`config.mk`:
```
export PLATFORM = sky130hd
export DESIGN_NAME = snake_segment_ring_flat
export DESIGN_NICKNAME = d
export VERILOG_FILES = /design/src/rtl/snake_segment_ring_if.sv /design/src/rtl/snake_segment_ring.sv /design/src/flat_wrapper.sv
export SDC_FILE = /design/constraint.sdc
export NUM_CORES = 1
export LEC_CHECK = 0
export BUFFER_PORTS_ARGS = -buffer_cell sky130_fd_sc_hd__buf_2
export CAP_MARGIN = 20
export CORE_ASPECT_RATIO = 0.5
export CORE_UTILIZATION = 32
export CTS_BUF_LIST = sky130_fd_sc_hd__clkbuf_4
export DETAILED_ROUTE_END_ITERATION = 10
export SYNTH_ARGS = -nofsm -noshare
export SYNTH_HDL_FRONTEND = slang
export SYNTH_SLANG_ARGS = --single-unit
```
`constraint.sdc`:
```
create_clock -name clock_25 -period 13.9 [get_ports clock_25]
set_input_delay 1.39 -clock clock_25 [delete_from_list [all_inputs] [get_ports clock_25]]
set_output_delay 1.39 -clock clock_25 [all_outputs]
set_load 0.05 [all_outputs]
```
`src/rtl/snake_segment_ring_if.sv`:
```
// rtl/snake_segment_ring_if.sv - game-control and renderer read bundle for snake_segment_ring
interface snake_segment_ring_if #(
   parameter int COORD_BIT        = 7,
   parameter int SNAKE_LENGTH_BIT = 6
);
   logic                        game_tik;
   logic [1:0]                  dir;
   logic                        grow;
   logic [SNAKE_LENGTH_BIT-1:0] rd_index;
   logic [COORD_BIT-1:0]        rd_x;
   logic [COORD_BIT-1:0]        rd_y;
   logic                        rd_valid;
   logic [COORD_BIT-1:0]        snake_head_x;
   logic [COORD_BIT-1:0]        snake_head_y;
   logic [SNAKE_LENGTH_BIT-1:0] snake_length;
   logic                        busy;
   logic                        game_over;

   modport master (
      output game_tik, dir, grow, rd_index,
      input  rd_x, rd_y, rd_valid, snake_head_x, snake_head_y, snake_length, busy, game_over
   );

   modport slave (
      input  game_tik, dir, grow, rd_index,
      output rd_x, rd_y, rd_valid, snake_head_x, snake_head_y, snake_length, busy, game_over
   );
endinterface

```
`src/rtl/snake_segment_ring.sv`:
```
// rtl/snake_segment_ring.sv - snake body ring buffer with motion, growth and collision scan
// Optional macro WRAP_EDGES_EN: the head wraps across grid edges instead of dying at walls.
module snake_segment_ring #(
   parameter int COORD_BIT        = 7,
   parameter int SNAKE_LENGTH_BIT = 6,
   parameter int MAX_LENGTH       = 40,
   parameter int INIT_LENGTH      = 3,
   parameter int INIT_X           = 20,
   parameter int INIT_Y           = 15,
   parameter int GRID_W           = 80,
   parameter int GRID_H           = 60
) (
   input  logic                clock_25,
   input  logic                reset,
   input  logic                sync_reset,
   snake_segment_ring_if.slave bus
);
   localparam int LW  = SNAKE_LENGTH_BIT;
   localparam int LW1 = SNAKE_LENGTH_BIT + 1;
   localparam logic [LW:0] MAX_W = LW1'(MAX_LENGTH);

   typedef logic [LW-1:0]        idx_t;
   typedef logic [COORD_BIT-1:0] crd_t;
   typedef enum logic [2:0] {S_INIT, S_IDLE, S_MOVE, S_SCAN, S_DEAD} state_t;

   state_t     state_q, state_d;
   idx_t       head_ptr_q, head_ptr_d, len_q, len_d, cnt_q, cnt_d;
   logic [1:0] dir_q, dir_d;
   logic       grow_q, grow_d, over_q, over_d;
   crd_t       head_x_q, head_x_d, head_y_q, head_y_d;
   crd_t       rd_x_q, rd_x_d, rd_y_q, rd_y_d;
   logic       rd_valid_q, rd_valid_d;

   crd_t mem_x [MAX_LENGTH];
   crd_t mem_y [MAX_LENGTH];

   logic rst, wr_en, wall, hit;
   idx_t wr_slot, prev_ptr, scan_slot, rd_slot;
   crd_t wr_x, wr_y, nx, ny;

   function automatic idx_t slot_of(idx_t base, idx_t off);
      logic [LW:0] s;
      s = {1'b0, base} + {1'b0, off};
      if (s >= MAX_W) s = s - MAX_W;
      return s[LW-1:0];
   endfunction

   assign rst       = reset | sync_reset;
   assign prev_ptr  = (head_ptr_q == '0) ? idx_t'(MAX_LENGTH - 1) : head_ptr_q - idx_t'(1);
   assign scan_slot = slot_of(head_ptr_q, cnt_q);
   assign rd_slot   = slot_of(head_ptr_q, bus.rd_index);

   // Candidate head always carries the wrapped coordinate; wall flags the edge crossing.
   always_comb begin
      nx   = head_x_q;
      ny   = head_y_q;
      wall = 1'b0;
      case (dir_q)
         2'b00: begin
            wall = (head_y_q == '0);
            ny   = wall ? crd_t'(GRID_H - 1) : head_y_q - crd_t'(1);
         end
         2'b01: begin
            wall = (head_x_q == crd_t'(GRID_W - 1));
            nx   = wall ? '0 : head_x_q + crd_t'(1);
         end
         2'b10: begin
            wall = (head_y_q == crd_t'(GRID_H - 1));
            ny   = wall ? '0 : head_y_q + crd_t'(1);
         end
         default: begin
            wall = (head_x_q == '0);
            nx   = wall ? crd_t'(GRID_W - 1) : head_x_q - crd_t'(1);
         end
      endcase
   end

`ifdef WRAP_EDGES_EN
   assign hit = 1'b0;
`else
   assign hit = wall;
`endif

   always_comb begin
      state_d    = state_q;
      head_ptr_d = head_ptr_q;
      len_d      = len_q;
      cnt_d      = cnt_q;
      dir_d      = dir_q;
      grow_d     = grow_q;
      over_d     = over_q;
      head_x_d   = head_x_q;
      head_y_d   = head_y_q;
      wr_en      = 1'b0;
      wr_slot    = head_ptr_q;
      wr_x       = head_x_q;
      wr_y       = head_y_q;
      if (bus.grow && state_q != S_INIT && state_q != S_DEAD) grow_d = 1'b1;
      case (state_q)
         S_INIT: begin
            wr_en   = 1'b1;
            wr_slot = cnt_q;
            wr_x    = crd_t'(INIT_X) - crd_t'(cnt_q);
            wr_y    = crd_t'(INIT_Y);
            if (cnt_q == idx_t'(INIT_LENGTH - 1)) begin
               cnt_d   = '0;
               state_d = S_IDLE;
            end else begin
               cnt_d = cnt_q + idx_t'(1);
            end
         end
         S_IDLE: begin
            if (bus.game_tik) begin
               if (bus.dir != (dir_q ^ 2'b10)) dir_d = bus.dir;
               state_d = S_MOVE;
            end
         end
         S_MOVE: begin
            // The pending grow is consumed here; a pulse arriving now belongs to the next step.
            grow_d = bus.grow;
            if (hit) begin
               over_d  = 1'b1;
               state_d = S_DEAD;
            end else begin
               wr_en      = 1'b1;
               wr_slot    = prev_ptr;
               wr_x       = nx;
               wr_y       = ny;
               head_ptr_d = prev_ptr;
               head_x_d   = nx;
               head_y_d   = ny;
               if (grow_q && LW1'(len_q) < MAX_W) len_d = len_q + idx_t'(1);
               cnt_d   = idx_t'(1);
               state_d = S_SCAN;
            end
         end
         S_SCAN: begin
            if (mem_x[scan_slot] == head_x_q && mem_y[scan_slot] == head_y_q) begin
               over_d  = 1'b1;
               state_d = S_DEAD;
            end else if (cnt_q == len_q - idx_t'(1)) begin
               state_d = S_IDLE;
            end else begin
               cnt_d = cnt_q + idx_t'(1);
            end
         end
         default: ;
      endcase
   end

   always_comb begin
      rd_valid_d = (bus.rd_index < len_q);
      rd_x_d     = '0;
      rd_y_d     = '0;
      if (rd_valid_d) begin
         rd_x_d = mem_x[rd_slot];
         rd_y_d = mem_y[rd_slot];
      end
   end

   always_ff @(posedge clock_25) begin
      if (rst) begin
         state_q    <= S_INIT;
         head_ptr_q <= '0;
         len_q      <= idx_t'(INIT_LENGTH);
         cnt_q      <= '0;
         dir_q      <= 2'b01;
         grow_q     <= 1'b0;
         over_q     <= 1'b0;
         head_x_q   <= crd_t'(INIT_X);
         head_y_q   <= crd_t'(INIT_Y);
         rd_x_q     <= '0;
         rd_y_q     <= '0;
         rd_valid_q <= 1'b0;
      end else begin
         state_q    <= state_d;
         head_ptr_q <= head_ptr_d;
         len_q      <= len_d;
         cnt_q      <= cnt_d;
         dir_q      <= dir_d;
         grow_q     <= grow_d;
         over_q     <= over_d;
         head_x_q   <= head_x_d;
         head_y_q   <= head_y_d;
         rd_x_q     <= rd_x_d;
         rd_y_q     <= rd_y_d;
         rd_valid_q <= rd_valid_d;
      end
   end

   always_ff @(posedge clock_25) begin
      if (wr_en && !rst) begin
         mem_x[wr_slot] <= wr_x;
         mem_y[wr_slot] <= wr_y;
      end
   end

   assign bus.rd_x         = rd_x_q;
   assign bus.rd_y         = rd_y_q;
   assign bus.rd_valid     = rd_valid_q;
   assign bus.snake_head_x = head_x_q;
   assign bus.snake_head_y = head_y_q;
   assign bus.snake_length = len_q;
   assign bus.busy         = (state_q == S_INIT) || (state_q == S_MOVE) || (state_q == S_SCAN);
   assign bus.game_over    = over_q;
endmodule

```
`src/flat_wrapper.sv`:
```
// flat-port wrapper written by rule: the top's interface ports become plain ports
module snake_segment_ring_flat 
#(
   parameter int COORD_BIT        = 7,
   parameter int SNAKE_LENGTH_BIT = 6,
   parameter int MAX_LENGTH       = 40,
   parameter int INIT_LENGTH      = 3,
   parameter int INIT_X           = 20,
   parameter int INIT_Y           = 15,
   parameter int GRID_W           = 80,
   parameter int GRID_H           = 60
)
  (clock_25, reset, sync_reset, bus_game_tik, bus_dir, bus_grow, bus_rd_index, bus_rd_x, bus_rd_y, bus_rd_valid, bus_snake_head_x, bus_snake_head_y, bus_snake_length, bus_busy, bus_game_over);
  snake_segment_ring_if #(.COORD_BIT(COORD_BIT), .SNAKE_LENGTH_BIT(SNAKE_LENGTH_BIT)) bus_i ();
  input  logic clock_25;
  input  logic reset;
  input  logic sync_reset;
  input wire logic [$bits(bus_i.game_tik)-1:0] bus_game_tik;
  input wire logic [$bits(bus_i.dir)-1:0] bus_dir;
  input wire logic [$bits(bus_i.grow)-1:0] bus_grow;
  input wire logic [$bits(bus_i.rd_index)-1:0] bus_rd_index;
  output wire logic [$bits(bus_i.rd_x)-1:0] bus_rd_x;
  output wire logic [$bits(bus_i.rd_y)-1:0] bus_rd_y;
  output wire logic [$bits(bus_i.rd_valid)-1:0] bus_rd_valid;
  output wire logic [$bits(bus_i.snake_head_x)-1:0] bus_snake_head_x;
  output wire logic [$bits(bus_i.snake_head_y)-1:0] bus_snake_head_y;
  output wire logic [$bits(bus_i.snake_length)-1:0] bus_snake_length;
  output wire logic [$bits(bus_i.busy)-1:0] bus_busy;
  output wire logic [$bits(bus_i.game_over)-1:0] bus_game_over;
  assign bus_i.game_tik = bus_game_tik;
  assign bus_i.dir = bus_dir;
  assign bus_i.grow = bus_grow;
  assign bus_i.rd_index = bus_rd_index;
  assign bus_rd_x = bus_i.rd_x;
  assign bus_rd_y = bus_i.rd_y;
  assign bus_rd_valid = bus_i.rd_valid;
  assign bus_snake_head_x = bus_i.snake_head_x;
  assign bus_snake_head_y = bus_i.snake_head_y;
  assign bus_snake_length = bus_i.snake_length;
  assign bus_busy = bus_i.busy;
  assign bus_game_over = bus_i.game_over;
  snake_segment_ring #(.COORD_BIT(COORD_BIT), .SNAKE_LENGTH_BIT(SNAKE_LENGTH_BIT), .MAX_LENGTH(MAX_LENGTH), .INIT_LENGTH(INIT_LENGTH), .INIT_X(INIT_X), .INIT_Y(INIT_Y), .GRID_W(GRID_W), .GRID_H(GRID_H)) u_core (.clock_25(clock_25), .reset(reset), .sync_reset(sync_reset), .bus(bus_i));
endmodule
```
==> results of run 1 <==
[state kept, by name (all words and copies together), names as in the netlist, 3 cells and up]
name / flops
u_core.mem_x: 280
u_core.mem_y: 280
u_core.bus.rd_x: 7
u_core.bus.rd_y: 7
u_core.bus.snake_head_x: 7
u_core.bus.snake_head_y: 7
u_core.bus.snake_length: 6
u_core.cnt_q: 6
u_core.head_ptr_q: 6
u_core.state_q: 3
[cells in the final DEF (no fill, tap or decap), drive strengths merged, types with 5 or more instances in the layout]
master,count
inv,35
a32oi,6
a211oi,35
ha,31
nand2,111
nor4,5
a221oi,7
dfxtp,54
nor3,21
o21a,5
buf,135
or2,9
a21o,9
edfxtp,560
a31oi,10
nand2b,8
or3,5
mux2i,63
clkinv,34
o211ai,10
bufinv,6
mux4,308
o21ai,42
and3,15
a21oi,59
nand4,13
a2111oi,7
a22oi,5
xor2,16
mux2,14
nor2,109
nand3b,5
nor2b,25
o31a,6
clkbuf,229
xnor2,49
o22ai,22
nand3,37
[critical path, stage by stage, from the launching register on]
cell and delay [ps]:
dfxtp_1 510, inv_1 160, fa_4 1230, buf_12 630, nor2b_1 240, nor3b_1 200
mux2i_1 160, a21oi_2 240, o21ai_4 60, buf_4 370, mux2i_1 210, mux2_2 340
a311oi_1 320, or4b_4 510, a2111oi_4 620, nand4_2 330, a21oi_4 310, o21ai_0 140
[stage by stage]
stage                     cell area [sq um]  util, %  setup slack, ps  hold slack [ps]
after detailed placement              33100     34.7             7180              518
after global placement                33000     34.5             7250              515
after CTS                             35200     36.8             7100              528
after floorplan                       30900        -             9110              452
after global routing                  35200     36.9             6820              553
final                                 35200     36.9             7060              541
[cells by family (layout without fill, tap and decap cells)]
group | Yosys count | count (layout)
other | 0 | 2
flip-flops | 614 | 614
XOR/XNOR | 65 | 65
buffers and inverters | 167 | 442
AO/OA/AOI/OAI | 254 | 254
adder cells (fa/ha/maj) | 33 | 33
AND/OR/NAND/NOR | 377 | 377
multiplexers | 385 | 385
[final cells by class]
type	count	area [sq um]
flip-flops and latches	614	17900
inverters	33	124
repair buffers	135	1020
fillers	8959	60300
multi-input cells	1114	12500
clock buffers	229	1720
well taps	1271	1590
diodes	2	5.00
clock inverters	45	357
[layer usage]
layer / routed length [microns] / vias to the layer above
met4: 2640 / 0
met5: 0 / -
met1: 38800 / 10400
li1: - / 8199
met3: 9750 / 160
met2: 42200 / 1223
[power groups by stage]
stage | registers, mW | clock network [mW] | logic (mW)
after global routing | 2.01 | 1.75 | 0.277
after CTS | 2.01 | 1.66 | 0.262
after global placement | 2.05 | 0 | 0.261
after detailed placement | 2.05 | 0 | 0.262
final | 2.01 | 1.62 | 0.263
after floorplan | 2.05 | 0 | 0.174
[cell usage after synthesis, types with 25 or more instances]
master and count:
a211oi_1 35, a21oi_1 57, clkbuf_1 90, dfxtp_1 54
edfxtp_1 560, ha_1 31, inv_1 31, mux2i_1 62
mux4_2 308, nand2_1 111, nand3_1 37, nor2_1 109
nor2b_1 25, o21ai_0 36, xnor2_1 49
[path summary, 6_finish.rpt]
check,end,slack [ps],depth (start not counted)
worst max register to register,u_core.cnt_q[2]$_SDFFE_PP0P_,7060,17
worst min register to register,u_core.bus.game_over$_SDFFE_PP0P_,540,1
worst min-delay path,u_core.bus.game_over$_SDFFE_PP0P_,540,1
worst max-delay path,u_core.cnt_q[2]$_SDFFE_PP0P_,7060,17
==> results.md, run 1 <==
- Grt ovf: 0
- Relative slew slack: 39.8%
- M1 GR Usage: 26.8%
- PortBufs: 49
- TritonCTS clock tree: yes
- Crit path DAT: 7700 ps
- Rows: 80
- Req. time, crit path: 14760 ps
- Combinational Power Share: 6.8%
- Clock share of power: about two fifths
- 1st-iter DRT viols: 2355
- Postcts setup bufs: 0
- Register bit total from synthesis: 614
- Least-Margin Pin Slew: 896 ps
- Via density per instance: 5.79
- Post-Syn Nets: between 1500 and 2000
- Synth cell types: 77
- Switching Share: 23.5%
- RSZ-0062 raised after global routing: false
- Mux cell area share after synthesis: 25.1%
- I/O Pins: 50
- Final std cells w/o fill: 3443
- Initial Util: 32.3%
- VDD IR-drop max: 0.0779 mV
- Total power draw: about 3.9 mW
- Num CTS Buffers: approximately 160
- Die area: 97800 sq um
- Synth Area in Adders: under 10%
- Pre-antenna DRT Iters: 5
- Largest net degree at the start of global routing: 115
- Largest family of logic cells by synthesized area: multiplexers
- CTS Hold Buffers Added: 0
- Critical path origin: u_core.cnt_q[1]$_SDFFE_PP0P_
- Synth-to-Final Area Change: 14.0%
- Crit path capture type: flip-flop
- Drt drc: 0
- Via count: 19900
- Reg clk slew, reported paths: roughly 80 ps
- HPWL after DPL: ~57000 microns
- Net Switching: 0.916 mW
- Ys Warns: 0
- PwrDens: approximately 110 nW/um^2
- Initial antenna violation count: 4
- Leakage: 10.8 nW
- Post-route clock period utilization: about half
- Fin crit period: 6840 ps
- GR peak layer: met2
- Clock sink count: 614
- Final Skew: 45.3 ps
- First-pass GRT wire length: 136000 microns
- Async S/R FF share, synth: 0%
- Vias in the first global route: 19600
- Clk buf depth: 3
- Post_cts resized: 0
- Avg WL per Cell: 27.1 microns
- Placed Cells incl. Taps: 3165
- MaxCap Viol Count: 0
- DRT antenna net count: 0
- Htree depth: 4
- Max Clock Freq: 146 MHz
- Synth area leaders: edfxtp_1 (54%), mux4_2 (22%), dfxtp_1 (3.5%), mux2i_1 (2.0%), xnor2_1 (1.4%)
- Worst R2R Start: u_core.cnt_q[1]$_SDFFE_PP0P_
- Worst skew pair latency: 1000 ps
- GR Util met3: 4.64%
- Critical Path Source Type: flip-flop
- GR Util met2: between 20% and 30%
- Fraction of layout cells with a size suffix above 1: 35.8%
- Tightest Hold Check Type: reg2reg
- Complex-gate fraction of the synthesized area: 5.68%
- Setup TNS: 0 ps
- Status: finished, final reports clean
- Average cell area after synthesis: 16.3 sq um
- Layout Nets: ~2100
- Setup CP Type: reg2reg
- Max FO, Critical Path: 114
- Largest area contributor in the netlist: edfxtp_1
- Hold Fails Final Rpt: 0
- Die width: 441 microns
- Die height: 222 microns
- Post-synth EDFFs: 560
- Synth Area in XOR/XNOR: 1.87%
- Mapped Cells: 1895
- Ys flop type: edfxtp_1
- Mapped cell area: 30900 sq um
- Slew Limit Fails: 0
- Sequential Power Share: 51.5%
- Clk root buf: clkbuf_4
- Seq/Total Area, Yosys: 58.0%
- Total wire length: 93400 microns
- Final setup vio count: 0
- Post-Synth Simple-Gate Area: 5.77%
- Final RePlAce weighted congestion: 0.900
- Hold Crit Start: u_core.bus.game_over$_SDFFE_PP0P_
- Yosys top cell area share: 54.5%
- GRT Util Overall: 19.0%
- Area of the core: 95500 sq um
- Internal: 2.98 mW
Note: power is estimated with default switching activity, not from simulation.
==> run 2: changes to the inputs <==
==> constraint.sdc (replaced) <==
create_clock -name clock_25 -period 7.1 [get_ports clock_25]
set_input_delay 0.71 -clock clock_25 [delete_from_list [all_inputs] [get_ports clock_25]]
set_output_delay 0.71 -clock clock_25 [all_outputs]
set_load 0.05 [all_outputs]
==> results.md, run 2 (synthesized netlist as in run 1, its figures left out) <==
- Pre-antenna DRT Iters: 6
- DRT antenna net count: 0
- Rows: 80
- Finished Cell Area: 35200 sq um
- Worst path most repeated cell: inv_1
- Slowest stage cell, crit path: a2111oi_4
- Grt ovf: 0
- RSZ-0062 raised after global routing: false
- Htree depth: 4
- Final Skew: 46.6 ps
- Relative slew slack: 36.1%
- Final core utilization: 36.8%
- I/O Pins: 50
- Register area: 17900 sq um
- Layout Nets: between 2000 and 2500
- Placed Cells incl. Taps: 3178
- Post-route clock period utilization: 85.4%
- Fraction of layout cells with a size suffix above 1: 35.6%
- Crit path capture type: flip-flop
- Total wire length: 93600 microns
- Drt drc: 0
- Area of the core: about 95000 sq um
- 1st-iter DRT viols: 2475
- Synth-to-Final Area Change: 13.9%
- Final RePlAce weighted congestion: 0.927
- Post_cts resized: 0
- HPWL after DPL: 59700 microns
- First-pass GRT wire length: 134000 microns
- Worst skew pair latency: 1020 ps
- Die width: between 400 and 500 microns
- Area of the multi-input gates: approximately 12000 sq um
- Slew Limit Fails: 0
- Largest net degree at the start of global routing: 74
- Biggest regs: u_core.mem_x: 280 flops, u_core.mem_y: 280 flops
- TritonCTS clock tree: yes
- Vias in the first global route: a little under 20000
- PwrDens: 215 nW/um^2
- GRT Util Overall: 18.9%
- Final std cells w/o fill: approximately 3500
- Initial Util: 32.3%
- CP max stage delay: 570 ps
- Setup CP Type: reg2reg
- Leakage: 11.0 nW
- Least-Margin Pin Slew: 958 ps
- Post-place instance area: 33100 sq um
- MaxCap Viol Count: 0
- Initial antenna violation count: 3
- Critical-path cell list: ha_4, inv_1, fa_4, nor2b_1, o22ai_1, xor2_1, ha_1, inv_1, o31a_1, o21ai_2, and3_1, buf_4, mux2_4, o211ai_1, o2111ai_1, or4b_4, a2111oi_4, nand4_2, a21oi_4, mux2i_1
- Die height: 222 microns
- Tightest Hold Check Type: in2reg
- Req. time, crit path: 8040 ps
- Final setup vio count: 0
- Hold Fails Final Rpt: 0
- Clk buf depth: 3
- PortBufs: 49
- Reg clk slew, reported paths: 70 ps
- Critical Path Source Type: flip-flop
- VDD IR-drop max: approximately 0.15 mV
- Clk root buf: clkbuf_4
- Commonest non-fill, non-tap cell in the layout: edfxtp_1
- Fillers: 8960
- Avg WL per Cell: around 27 microns
- Max Clock Freq: 165 MHz
- Fin crit period: 6060 ps
- Via count: 20000
- Num CTS Buffers: 157
- Most frequent cells in the layout: edfxtp_1 (560), mux4_2 (308), clkbuf_4 (219), nand2_1 (111), buf_4 (95)
- Die area: ~98000 sq um
- Setup TNS: 0 ps
- Total power draw: 7.56 mW
- Via density per instance: 5.76
- Crit path DAT: 7000 ps
- Clock sink count: around 600
- Max FO, Critical Path: 16
- Status: finished, final reports clean
-- run 2: final timing paths --
| kind | from | end | slack (ps) | cells past startpoint |
|---|---|---|---|---|
| worst max-delay path | u_core.head_ptr_q[0]$_SDFFE_PP0P_ | u_core.cnt_q[1]$_SDFFE_PP0P_ | 1040 | 20 |
| worst min register to register | u_core.grow_q$_SDFFE_PP0P_ | u_core.grow_q$_SDFFE_PP0P_ | 540 | 2 |
| worst min-delay path | reset | u_core.bus.snake_head_y[0]$_SDFFE_PP1P_ | 120 | 4 |
| worst max register to register | u_core.head_ptr_q[0]$_SDFFE_PP0P_ | u_core.cnt_q[1]$_SDFFE_PP0P_ | 1040 | 20 |
-- run 2: timing repair --
action / CTS / global route
hold buffers: 4 / 0
buffers inserted: 0 / 0
hold endpoints to repair: 3 / 0
-- run 2: power breakdown --
part	total (mW)	switching [mW]	internal [mW]
Combinational	0.519	0.307	0.212
Clock	3.12	1.50	1.61
Sequential	3.93	0.00501	3.92
Total	7.56	1.82	5.75
-- run 2: metrics by stage --
step                setup WS [ps]  hold WS (ps)
global placement             1240           513
detailed placement           1160           521
floorplan                    2310           452
CTS                          1130          45.2
finish                       1040           124
global route                  757           130
-- run 2: worst max-delay path, delay by kind of cell (launching register included) --
kind	cells	cell delay, ps
adders and majority gates	3	1050
DFF	1	520
AOI/OAI and AO/OA	7	1740
and+or+nand+nor	4	1240
muxes	2	570
buffers and inverters	3	450
xor gates and xnor gates	1	390
-- run 2: cell type report --
class | count | area share (%)
diodes | 2 | 0.0142
clock buffers | 219 | 4.67
clock inverters | 58 | 1.09
repair buffers | 150 | 2.95
multi-input cells | 1114 | 35.5
well taps | 1271 | 4.52
flip-flops and latches | 614 | 50.9
inverters | 33 | 0.352
-- run 2: per-layer routing --
metal	vias to the layer above	routed length [microns]	track usage (%)
met3	169	9220	4.77
met2	1213	43200	28.9
met5	-	0	0
met1	10300	38600	26.0
li1	8251	-	-
met4	0	2550	7.22
